**src/rtl/jp_lift_seq.sv**
```systemverilog
`default_nettype none
// ============================================================================
// jp_lift_seq : row sequencer feeding jp_process and writing ram_res.
// Rev 1.0 -- optional per-pass skip counter enabled by JP_SKIP_CNT_EN.
// ============================================================================
module jp_lift_seq #(
  parameter int NROWS    = 16,
  parameter int AW       = 10,
  parameter int SW       = 144,
  parameter int FW       = 80,
  parameter int RW       = 10,
  parameter int FLG_ADDR = 0,
  parameter int PROC_LAT = 1
) (
  input  logic          clk_fast,
  input  logic          rst_fast,
  input  logic          start,
  output logic          busy,
  output logic          done,
  output logic [AW-1:0] addr_rd,
  input  logic [SW-1:0] dout_lf,
  input  logic [SW-1:0] dout_sa,
  input  logic [SW-1:0] dout_rt,
  output logic [AW-1:0] addr_flgs,
  input  logic [FW-1:0] dout_flgs,
  output logic [SW-1:0] left_s_i,
  output logic [SW-1:0] sam_s_i,
  output logic [SW-1:0] right_s_i,
  output logic [FW-1:0] flgs_s_i,
  output logic          update_s,
  input  logic [RW-1:0] res_out_x,
  input  logic          noupdate_s,
  output logic [AW-1:0] addr_res,
  output logic [RW-1:0] din_res,
`ifdef JP_SKIP_CNT_EN
  output logic [AW:0]   skip_cnt,
`endif
  output logic          we_res
);

  localparam logic [2:0] S_IDLE  = 3'd0;
  localparam logic [2:0] S_FETCH = 3'd1;
  localparam logic [2:0] S_LOAD  = 3'd2;
  localparam logic [2:0] S_UPD   = 3'd3;
  localparam logic [2:0] S_WAIT  = 3'd4;
  localparam logic [2:0] S_WR    = 3'd5;
  localparam logic [2:0] S_DONE  = 3'd6;

  localparam int            CW       = (PROC_LAT > 1) ? $clog2(PROC_LAT) : 1;
  localparam logic [AW-1:0] LAST_ROW = AW'(NROWS - 1);
  localparam logic [AW-1:0] FLG_ROW  = AW'(FLG_ADDR);

  logic [2:0]    state;
  logic [2:0]    state_nxt;
  logic [AW-1:0] row;
  logic [CW-1:0] wait_cnt;
  logic          last_row;
  logic          start_ok;

  assign last_row = (row == LAST_ROW);
  assign start_ok = (state == S_IDLE) && start;

  always_ff @(posedge clk_fast) begin
    if (rst_fast) begin
      state <= S_IDLE;
    end else begin
      state <= state_nxt;
    end
  end

  // WAIT lasts PROC_LAT cycles: the counter is loaded with PROC_LAT-1 and
  // WAIT exits on the cycle it reads zero.
  always_comb begin
    state_nxt = state;
    case (state)
      S_IDLE:  if (start) state_nxt = S_FETCH;
      S_FETCH: state_nxt = S_LOAD;
      S_LOAD:  state_nxt = S_UPD;
      S_UPD:   state_nxt = S_WAIT;
      S_WAIT:  if (wait_cnt == '0) state_nxt = S_WR;
      S_WR:    state_nxt = last_row ? S_DONE : S_FETCH;
      S_DONE:  state_nxt = S_IDLE;
      default: state_nxt = S_IDLE;
    endcase
  end

  always_comb begin
    busy      = (state != S_IDLE);
    done      = 1'b0;
    addr_rd   = '0;
    addr_flgs = '0;
    update_s  = 1'b0;
    addr_res  = '0;
    din_res   = '0;
    we_res    = 1'b0;
    case (state)
      S_FETCH: begin
        addr_rd   = row;
        addr_flgs = FLG_ROW;
      end
      S_UPD:   update_s = 1'b1;
      S_WR: begin
        addr_res = row;
        din_res  = res_out_x;
        we_res   = !noupdate_s;
      end
      S_DONE:  done = 1'b1;
      default: ;
    endcase
  end

  always_ff @(posedge clk_fast) begin
    if (rst_fast) begin
      row       <= '0;
      wait_cnt  <= '0;
      left_s_i  <= '0;
      sam_s_i   <= '0;
      right_s_i <= '0;
      flgs_s_i  <= '0;
    end else begin
      if (start_ok) begin
        row <= '0;
      end else if ((state == S_WR) && !last_row) begin
        row <= row + AW'(1);
      end
      // Read data for the address issued in FETCH is valid during LOAD.
      if (state == S_LOAD) begin
        left_s_i  <= dout_lf;
        sam_s_i   <= dout_sa;
        right_s_i <= dout_rt;
        flgs_s_i  <= dout_flgs;
      end
      if (state == S_UPD) begin
        wait_cnt <= CW'(PROC_LAT - 1);
      end else if ((state == S_WAIT) && (wait_cnt != '0)) begin
        wait_cnt <= wait_cnt - CW'(1);
      end
    end
  end

`ifdef JP_SKIP_CNT_EN
  localparam int KW = AW + 1;

  always_ff @(posedge clk_fast) begin
    if (rst_fast || start_ok) begin
      skip_cnt <= '0;
    end else if ((state == S_WR) && noupdate_s) begin
      skip_cnt <= skip_cnt + KW'(1);
    end
  end
`endif

endmodule
`default_nettype wire

```
**config.mk**
```make
export PLATFORM = sky130hd
export DESIGN_NAME = jp_lift_seq
export DESIGN_NICKNAME = d
export VERILOG_FILES = /design/src/rtl/jp_lift_seq.sv
export SDC_FILE = /design/constraint.sdc
export NUM_CORES = 1
export LEC_CHECK = 0
export ABC_CLOCK_PERIOD_IN_PS = 3600
export CORE_AREA = 2 2 422 424
export CTS_CLUSTER_DIAMETER = 40
export CTS_CLUSTER_SIZE = 24
export DETAILED_ROUTE_END_ITERATION = 16
export DIE_AREA = 0 0 424 426
export GPL_TIMING_DRIVEN = 0
export PLACE_DENSITY = 0.39
export SYNTH_ARGS = -nofsm -noshare
export SYNTH_HDL_FRONTEND = slang
export SYNTH_SLANG_ARGS = --single-unit
export TNS_END_PERCENT = 20
```
**constraint.sdc**
```tcl
create_clock -name clk_fast -period 3.6 [get_ports clk_fast]
set_clock_uncertainty 0.15 [all_clocks]
set_input_delay 0.72 -clock clk_fast [delete_from_list [all_inputs] [get_ports clk_fast]]
set_output_delay 0.72 -clock clk_fast [all_outputs]
set_load 0.01 [all_outputs]
```
# After elaboration in Yosys (flattened, before gate mapping)

Index checks and enable logic that the tools add are counted.

Latch bits: 0
Memory bits (writable): 0
Word-level logic and storage cells: 38
ROM bits: 0
Input bits: 526
Output and inout bits: 556
Memories kept: 0
Register bits after elaboration: 526

$mul: 0
Bitwise gates (word level): 0
Add/subtract/negate cells: 2
Div/mod/pow operators: 0
Shift-type cells: 0
Reduce and logical (&&, ||, !) cells: 10
$lt $le $gt $ge: 0
Equal/unequal tests: 9
Mux-type cells: 10

Operators by type and width:

| cell                  | count |
|---|---|
| $mux 10               | 3 |
| $pmux 3 s6            | 1 |
| $add 10x1->10 const B | 1 |
| $eq 10x4->1 const B   | 1 |
| $eq 3x3->1 const B    | 3 |
| $mux 3                | 3 |
| $eq 3x2->1 const B    | 2 |
| $ne 2x2->1 const B    | 2 |
| $reduce_or 2->1       | 2 |
| $eq 3x1->1 const B    | 1 |
| $logic_and 1x1->1     | 3 |
| $logic_not 3->1       | 1 |
| $mux 1                | 3 |
| $reduce_bool 3->1     | 1 |
| $logic_not 1->1       | 2 |
| $reduce_and 2->1      | 1 |
| $sub 1x1->1 const B   | 1 |

# Logic depth before layout (Yosys ltp)

Gate-level depths: netlist of run 1.

Depth in word-level cells: 3
Gate-level depth with buffers: 8
Gate-level depth less buffers: 5

# Worst setup path before layout of run 1

No wires, ideal clock.

Path type: register -> output
Start point: register state[1]
End point: output port addr_res[0]
Required time: 2.730 ns
Setup slack: 1.473 ns
Cell stages (with the launch flop): 6
Buffers on the path: 3
Data arrival time: 1.257 ns
Cell sequence: dfxtp_1 buf_2 and3b_1 buf_2 clkbuf_1 and2_1

Word-level cells in the longest chain between the ends: 2

RTL lines:

| element                | RTL line | source |
|---|---|---|
| start, declared        | 53       | `logic [2:0] state;` |
| start signal, assigned | 67       | `state <= state_nxt;` |
| $eq 3x3->1             | 96       | `case (state)` |
| $mux 10                | 96       |  |
| end, declared          | 33       | `output logic [AW-1:0] addr_res,` |

Every way passes these cells.

# Worst setup path after layout of run 1

Ends and elaborated chain as after synthesis.

==> summary.txt, run 1 <==
Synth Instances: 2350
Final nets: 4087
largest net degree at the start of global routing: 20
initial antenna violation count: 25
Setup crit start kind: flip-flop
power per cell area: 617 nW/µm²
hold_ws: 0.300 ns
area post-placement: 32400 µm²
Area Growth Syn to Fin: 96.3%
final-layout fill cell count: 19600
pre-CTS setup slack: 0.467 ns
H-tree levels: 4
Peak VDD IR: 410 µV
DR vias: 20700
final cell count without fillers: 6004
Avg Inst Size Synth: 7.99 µm²
setup ws final: 0.218 ns
fmax: 296 MHz
CP peak stage delay: 0.58 ns
vias in the first global route: 20700
CTS Buf Count: 130
reg-to-reg slack, setup: 1.12 ns
1st-pass router iterations: 6
count of final hold-check violations: 0
period utilization: 94.0%
vias per cell: 3.44
most frequent cells in the layout: clkdlybuf4s50_1, nand2_1, dfxtp_1
sequential area share after synthesis: 56.1%
Worst R2R End: left_s_i[90]$_SDFFE_PP0P_
Worst EP arrival: 2.51 ns
Die Span Y: 426 µm
gpl congestion: 0.907
Root Driver: clkbuf_16
maxcap violations: 0
DP Cell Count: 5769
r2r worst-path depth: 7
Slew HR: 30.8%
most common cell after layout, fill and taps aside: clkdlybuf4s50_1
final setup violation count: 0
All-Layer GR Usage: 13.9%
Worst path slowest cell: clkdlybuf4s50_1
DRT Wirelength: 131000 µm
Worst Tran Pin Value: 1.04 ns
wire per inst: 21.8 µm
cts hold-fix bufs: 0
status: completed
Die Span X: 424 µm
Yosys reg bits: 526
Initial Utilization: 10.7%
cell row count: 154
Worst-Skew Late Latency: 0.72 ns
detailed placement HPWL: 108000 µm
P_leak: 12.7 nW
Hold Crit Class: reg2reg
fin crit period: 3.38 ns
Clk pin slew, worst setup/hold paths: 0.04 ns
Max FO, Critical Path: 19
RSZ-0062 raised after global routing: no
mapped cell area: 18800 µm²
Port Buf Inserts: 1070
Routed Antenna Nets: 0
Unique masters post-synth: 31
crit-path cells: buf_2, and3b_1, buf_4, and2_1, clkdlybuf4s50_1
layout cells sized above 1: 9.46%
yosys warns: 0
Die ar.: 181000 µm²
wire length of the first global-routing pass: 173000 µm
IO Pins: 1082
max-slew violation count: 0
crit path to: addr_res[0]
clock sink count: 526
Worst EP required: 2.73 ns
CP Capture Type: output pin
CTS tree: yes
CP startpoint: state[1]$_SDFFE_PP0P_
CTS Buffer Depth: 3
Fin Setup TNS: 0 ns
DRC: 0
Worst Path Class, Setup: reg2out
Remaining Overflow, GRT: 0
Final Instance Area: 36800 µm²
Core Area: 176000 µm²
number of setup buffers added after CTS: 0
worst r2r src: state[2]$_SDFFE_PP0P_
Initial DRC Count: 871
state kept, by name, summed over array words and instances (netlist names):
register	count
flgs_s_i	80
left_s_i	144
right_s_i	144
row	10
sam_s_i	144
state	3
wait_cnt	1
cell families (layout without fill, tap and decap cells):
kind of cell             after synthesis  after routing  share of synthesized area (%)
AND/OR/NAND/NOR                     1099           1099                           22.8
AO/OA/AOI/OAI                        529            529                           14.3
flip-flops                           526            526                           56.1
buffers and inverters                188           1488                           6.40
XOR/XNOR                               6              6                          0.280
adder cells (fa/ha/maj)                1              1                         0.0667
other                                  1             15                         0.0200
cell usage after synthesis:
cell type	instances	area share [%]
o21ai_0	3	0.080
and3_1	5	0.17
buf_2	60	1.6
nor3_1	2	0.053
nand4_1	5	0.17
o22a_1	1	0.047
ha_1	1	0.067
a211oi_1	2	0.080
and3b_1	2	0.093
xor2_1	4	0.19
nand3b_1	1	0.040
nand2b_1	2	0.067
nor4_4	1	0.11
nor2_1	14	0.28
nor4b_1	1	0.047
o21ba_2	1	0.053
dfxtp_1	526	56
or3_1	3	0.10
clkbuf_1	61	1.2
a31oi_1	1	0.033
o21bai_4	1	0.10
a21oi_1	519	14
buf_6	46	2.8
nand2_1	1026	21
and2_1	31	1.0
buf_4	20	0.80
o21a_1	1	0.040
xnor2_1	2	0.093
nand3_1	6	0.16
conb_1	1	0.020
inv_1	1	0.020
worst max-delay path, delay by kind of cell (launching register included):
family	cells	cell delay, ns
buffers and inverters	3	1.02
AND/OR/NAND/NOR	2	0.48
flip-flops	1	0.29
power by group:
group | switching (mW) | internal [mW]
registers | 0.326 | 6.38
logic | 2.23 | 1.97
clock network | 3.89 | 7.95
per-layer routing:
layer	part of all wire, %	track usage [%]
met1	38	14.9
met2	51	24.5
met3	9.4	6.18
met4	2.2	4.12
met5	0.013	0
worst min-delay path by stage:
stage                               from                         to  slack, ns  cells after the start
2_1_floorplan      wait_cnt$_SDFFE_PP0P_      wait_cnt$_SDFFE_PP0P_       0.31                      1
3_3_place_gp    sam_s_i[17]$_SDFFE_PP0P_   sam_s_i[17]$_SDFFE_PP0P_       0.29                      2
3_5_place_dp   flgs_s_i[20]$_SDFFE_PP0P_  flgs_s_i[20]$_SDFFE_PP0P_       0.30                      2
4_1_cts                      dout_lf[87]  left_s_i[87]$_SDFFE_PP0P_       0.27                      3
5_1_grt                      dout_lf[68]  left_s_i[68]$_SDFFE_PP0P_       0.31                      3
6_report       left_s_i[84]$_SDFFE_PP0P_  left_s_i[84]$_SDFFE_PP0P_       0.30                      2
what timing repair did:
item,4_1_cts,5_1_grt
resized for setup,2,2
cloned,0,0
endpoints found under the setup margin,18,10
stage by stage:
| step | power (mW) | utilization [%] |
|---|---|---|
| 2_1_floorplan | 8.37 | - |
| 3_3_place_gp | 11.1 | 18.5 |
| 3_5_place_dp | 11.1 | 18.5 |
| 4_1_cts | 23.2 | 21.0 |
| 5_1_grt | 23.8 | 21.0 |
| 6_report | 22.7 | 21.0 |
cell type report:
cell class	count	area, µm²	area share, %
timing repair buffer	1070	10700	29.1
sequential	526	10500	28.6
multi-input combinational	1645	7070	19.2
clock buffer	169	3640	9.88
tap	2340	2930	7.95
buffer	186	1200	3.25
clock inverter	62	742	2.01
antenna	5	12.5	0.0340
inverter	1	3.75	0.0102
Power figures use the tool's default switching activity.
==> run 2, diff against run 1 <==
Settings changed: CELL_PAD_IN_SITES_DETAIL_PLACEMENT set to 1, CELL_PAD_IN_SITES_GLOBAL_PLACEMENT set to 1, CORE_AREA 2 2 422 424 to 2 2 419 421, DIE_AREA 0 0 424 426 to 0 0 421 423, PLACE_DENSITY 0.39 to 0.48.
==> run 2 against run 1 <==
Compared with the run above:
- combinational power up 2%
- flip-flop and latch count unchanged
- worst hold slack about the same
- non-clock buffer count unchanged
- core utilization up 0.66 points
- sequential power about the same
- cell count up 0.42%
- first-iteration DRC count down 12%
- worst setup slack better by 0.012 ns
- highest routed layer unchanged
==> summary.txt, run 2 (synthesis gave the netlist of run 1 again) <==
CP Capture Type: output pin
clock sink count: 526 (unchanged)
Slew HR: 28.0% (-2.7 points)
IO Pins: 1082 (unchanged)
top flop regs: left_s_i: 144 flops, right_s_i: 144 flops, sam_s_i: 144 flops
setup ws final: 0.230 ns (+0.0119 ns)
NetSw: 6.79 mW (+5.2%)
Root Driver: clkbuf_16
Flop pwr share: 27.6% (-1.9 points)
most frequent cells in the layout: clkdlybuf4s50_1, nand2_1, dfxtp_1
pre-CTS setup slack: 0.529 ns (+0.0611 ns)
DRC: 0 (unchanged)
detailed placement HPWL: 112000 µm (+3.5%)
Worst Path Class, Setup: reg2out
count of final hold-check violations: 0 (unchanged)
Area Growth Syn to Fin: 99.6%
DRT Wirelength: 137000 µm (+4.4%)
Setup crit start kind: flip-flop
max-slew violation count: 0 (unchanged)
fin crit period: 3.37 ns (-0.0119 ns)
clock group share of total power: 54.8% (+2.7 points)
Core Area: 173000 µm² (-1.4%)
largest net degree at the start of global routing: 20 (unchanged)
CTS Buffer Depth: 3 (unchanged)
Routed Antenna Nets: 0 (unchanged)
Peak VDD IR: 431 µV (+5.1%)
vias in the first global route: 21600 (+4.4%)
cts hold-fix bufs: 0 (unchanged)
Net Sw Frac: 27.9% (-0.48 points)
Remaining Overflow, GRT: 0 (unchanged)
Die Span Y: 423 µm (-0.70%)
Die Span X: 421 µm (-0.71%)
Port Buf Inserts: 1070 (unchanged)
1st-pass router iterations: 5 (-1)
Worst EP required: 2.73 ns (about the same)
H-tree levels: 4 (unchanged)
Fin Setup TNS: 0 ns (unchanged)
total power: 24.3 mW (+7.0%)
Worst EP arrival: 2.50 ns (about the same)
Worst-Skew Late Latency: 0.74 ns (+0.02 ns)
P_leak: 12.9 nW (+2.1%)
Clk pin slew, worst setup/hold paths: 0.05 ns (about the same)
Max FO, Critical Path: 19 (unchanged)
final setup violation count: 0 (unchanged)
initial antenna violation count: 36 (+44%)
RSZ-0062 raised after global routing: no
Worst Tran Pin Value: 1.08 ns (+0.0411 ns)
gpl congestion: 0.890 (-2.0%)
fmax: 297 MHz (+0.35%)
Initial DRC Count: 765 (-12%)
All-Layer GR Usage: 14.8% (+0.89 points)
number of setup buffers added after CTS: 0 (unchanged)
layout cells sized above 1: 9.94% (+0.48 points)
period utilization: 93.6% (-0.33 points)
maxcap violations: 0 (unchanged)
Initial Utilization: 10.8% (+0.15 points)
Final nets: 4097 (+0.24%)
P_int: 17.6 mW (+7.7%)
DR vias: 21100 (+2.1%)
wire length of the first global-routing pass: 182000 µm (+5.1%)
CTS tree: yes
power per cell area: 650 nW/µm² (+5.2%)
Die ar.: 178000 µm² (-1.4%)
vias per cell: 3.50 (+1.7%)
Hold Crit Class: reg2reg
most common cell after layout, fill and taps aside: clkdlybuf4s50_1
status: completed
Gate power share: 17.6% (-0.9 points)
wire per inst: 22.7 µm (+4.0%)
cell row count: 153 (-0.65%)
CTS Buf Count: 140 (+7.7%)
## run 2: changes by cell type in the layout (fill, tap and decap cells not counted), sizes merged
| cell | delta |
|---|---|
| inv | -2 |
| bufinv | +9 |
| clkinvlp | +4 |
| diode | +17 |
| clkbuf | +16 |
| clkinv | -4 |
## run 2: final cells by class
cell class              count  area (µm²)
clock inverters            69        1020
fillers                 20300      136000
repair buffers           1070       10700
flip-flops and latches    526       10500
clock buffers             185        3970
well taps                2325        2910
plain buffers             186        1200
inverters                   1        3.75
diodes                     22        55.1
multi-input cells        1645        7070
## run 2: repair_timing
| item | CTS | global route |
|---|---|---|
| gates resized for setup | 1 | 3 |
| hold endpoints to repair | 0 | 0 |
| setup endpoints to repair | 10 | 13 |
| cloned | 0 | 0 |
## run 2: through the flow
step | utilization (%) | cells | hold slack (ns) | instance area, µm²
4_1_cts | 21.6 | 6007 | 0.263 | 37400
3_5_place_dp | 18.7 | 5754 | 0.296 | 32400
3_3_place_gp | 18.7 | 5754 | 0.292 | 32400
5_1_grt | 21.6 | 6025 | 0.299 | 37400
2_1_floorplan | - | 2359 | 0.311 | 18800
6_report | 21.6 | 6029 | 0.300 | 37500
## run 2: power by group through the flow
stage / clock [mW] / combinational, mW / sequential, mW
6_report: 13.3 / 4.27 / 6.72
3_3_place_gp: 0 / 4.36 / 6.81
3_5_place_dp: 0 / 4.37 / 6.83
5_1_grt: 14.0 / 4.64 / 6.78
4_1_cts: 13.7 / 4.39 / 6.73
2_1_floorplan: 0 / 1.40 / 6.97
## run 2: metal layers
| metal | track usage (%) | vias to the layer above | wire length [µm] |
|---|---|---|---|
| li1 | - | 10100 | - |
| met1 | 15.8 | 10100 | 51600 |
| met2 | 25.5 | 745 | 68500 |
| met3 | 6.73 | 189 | 12900 |
| met4 | 5.44 | 2 | 3510 |
| met5 | 0 | - | 13 |
## run 2: worst paths after layout
| path | startpoint | end | slack, ns | depth (start not counted) |
|---|---|---|---|---|
| max | state[1]$_SDFFE_PP0P_ | addr_res[0] | 0.23 | 5 |
| min | flgs_s_i[10]$_SDFFE_PP0P_ | flgs_s_i[10]$_SDFFE_PP0P_ | 0.30 | 2 |
| max reg2reg | state[2]$_SDFFE_PP0P_ | left_s_i[27]$_SDFFE_PP0P_ | 1.07 | 7 |
| min reg2reg | flgs_s_i[10]$_SDFFE_PP0P_ | flgs_s_i[10]$_SDFFE_PP0P_ | 0.30 | 2 |
## run 2: worst max-delay path: stages, from the launching register on
cell,delay [ns]
dfxtp_1,0.30
buf_2,0.17
and3b_1,0.31
buf_4,0.27
and2_1,0.16
clkdlybuf4s50_1,0.58
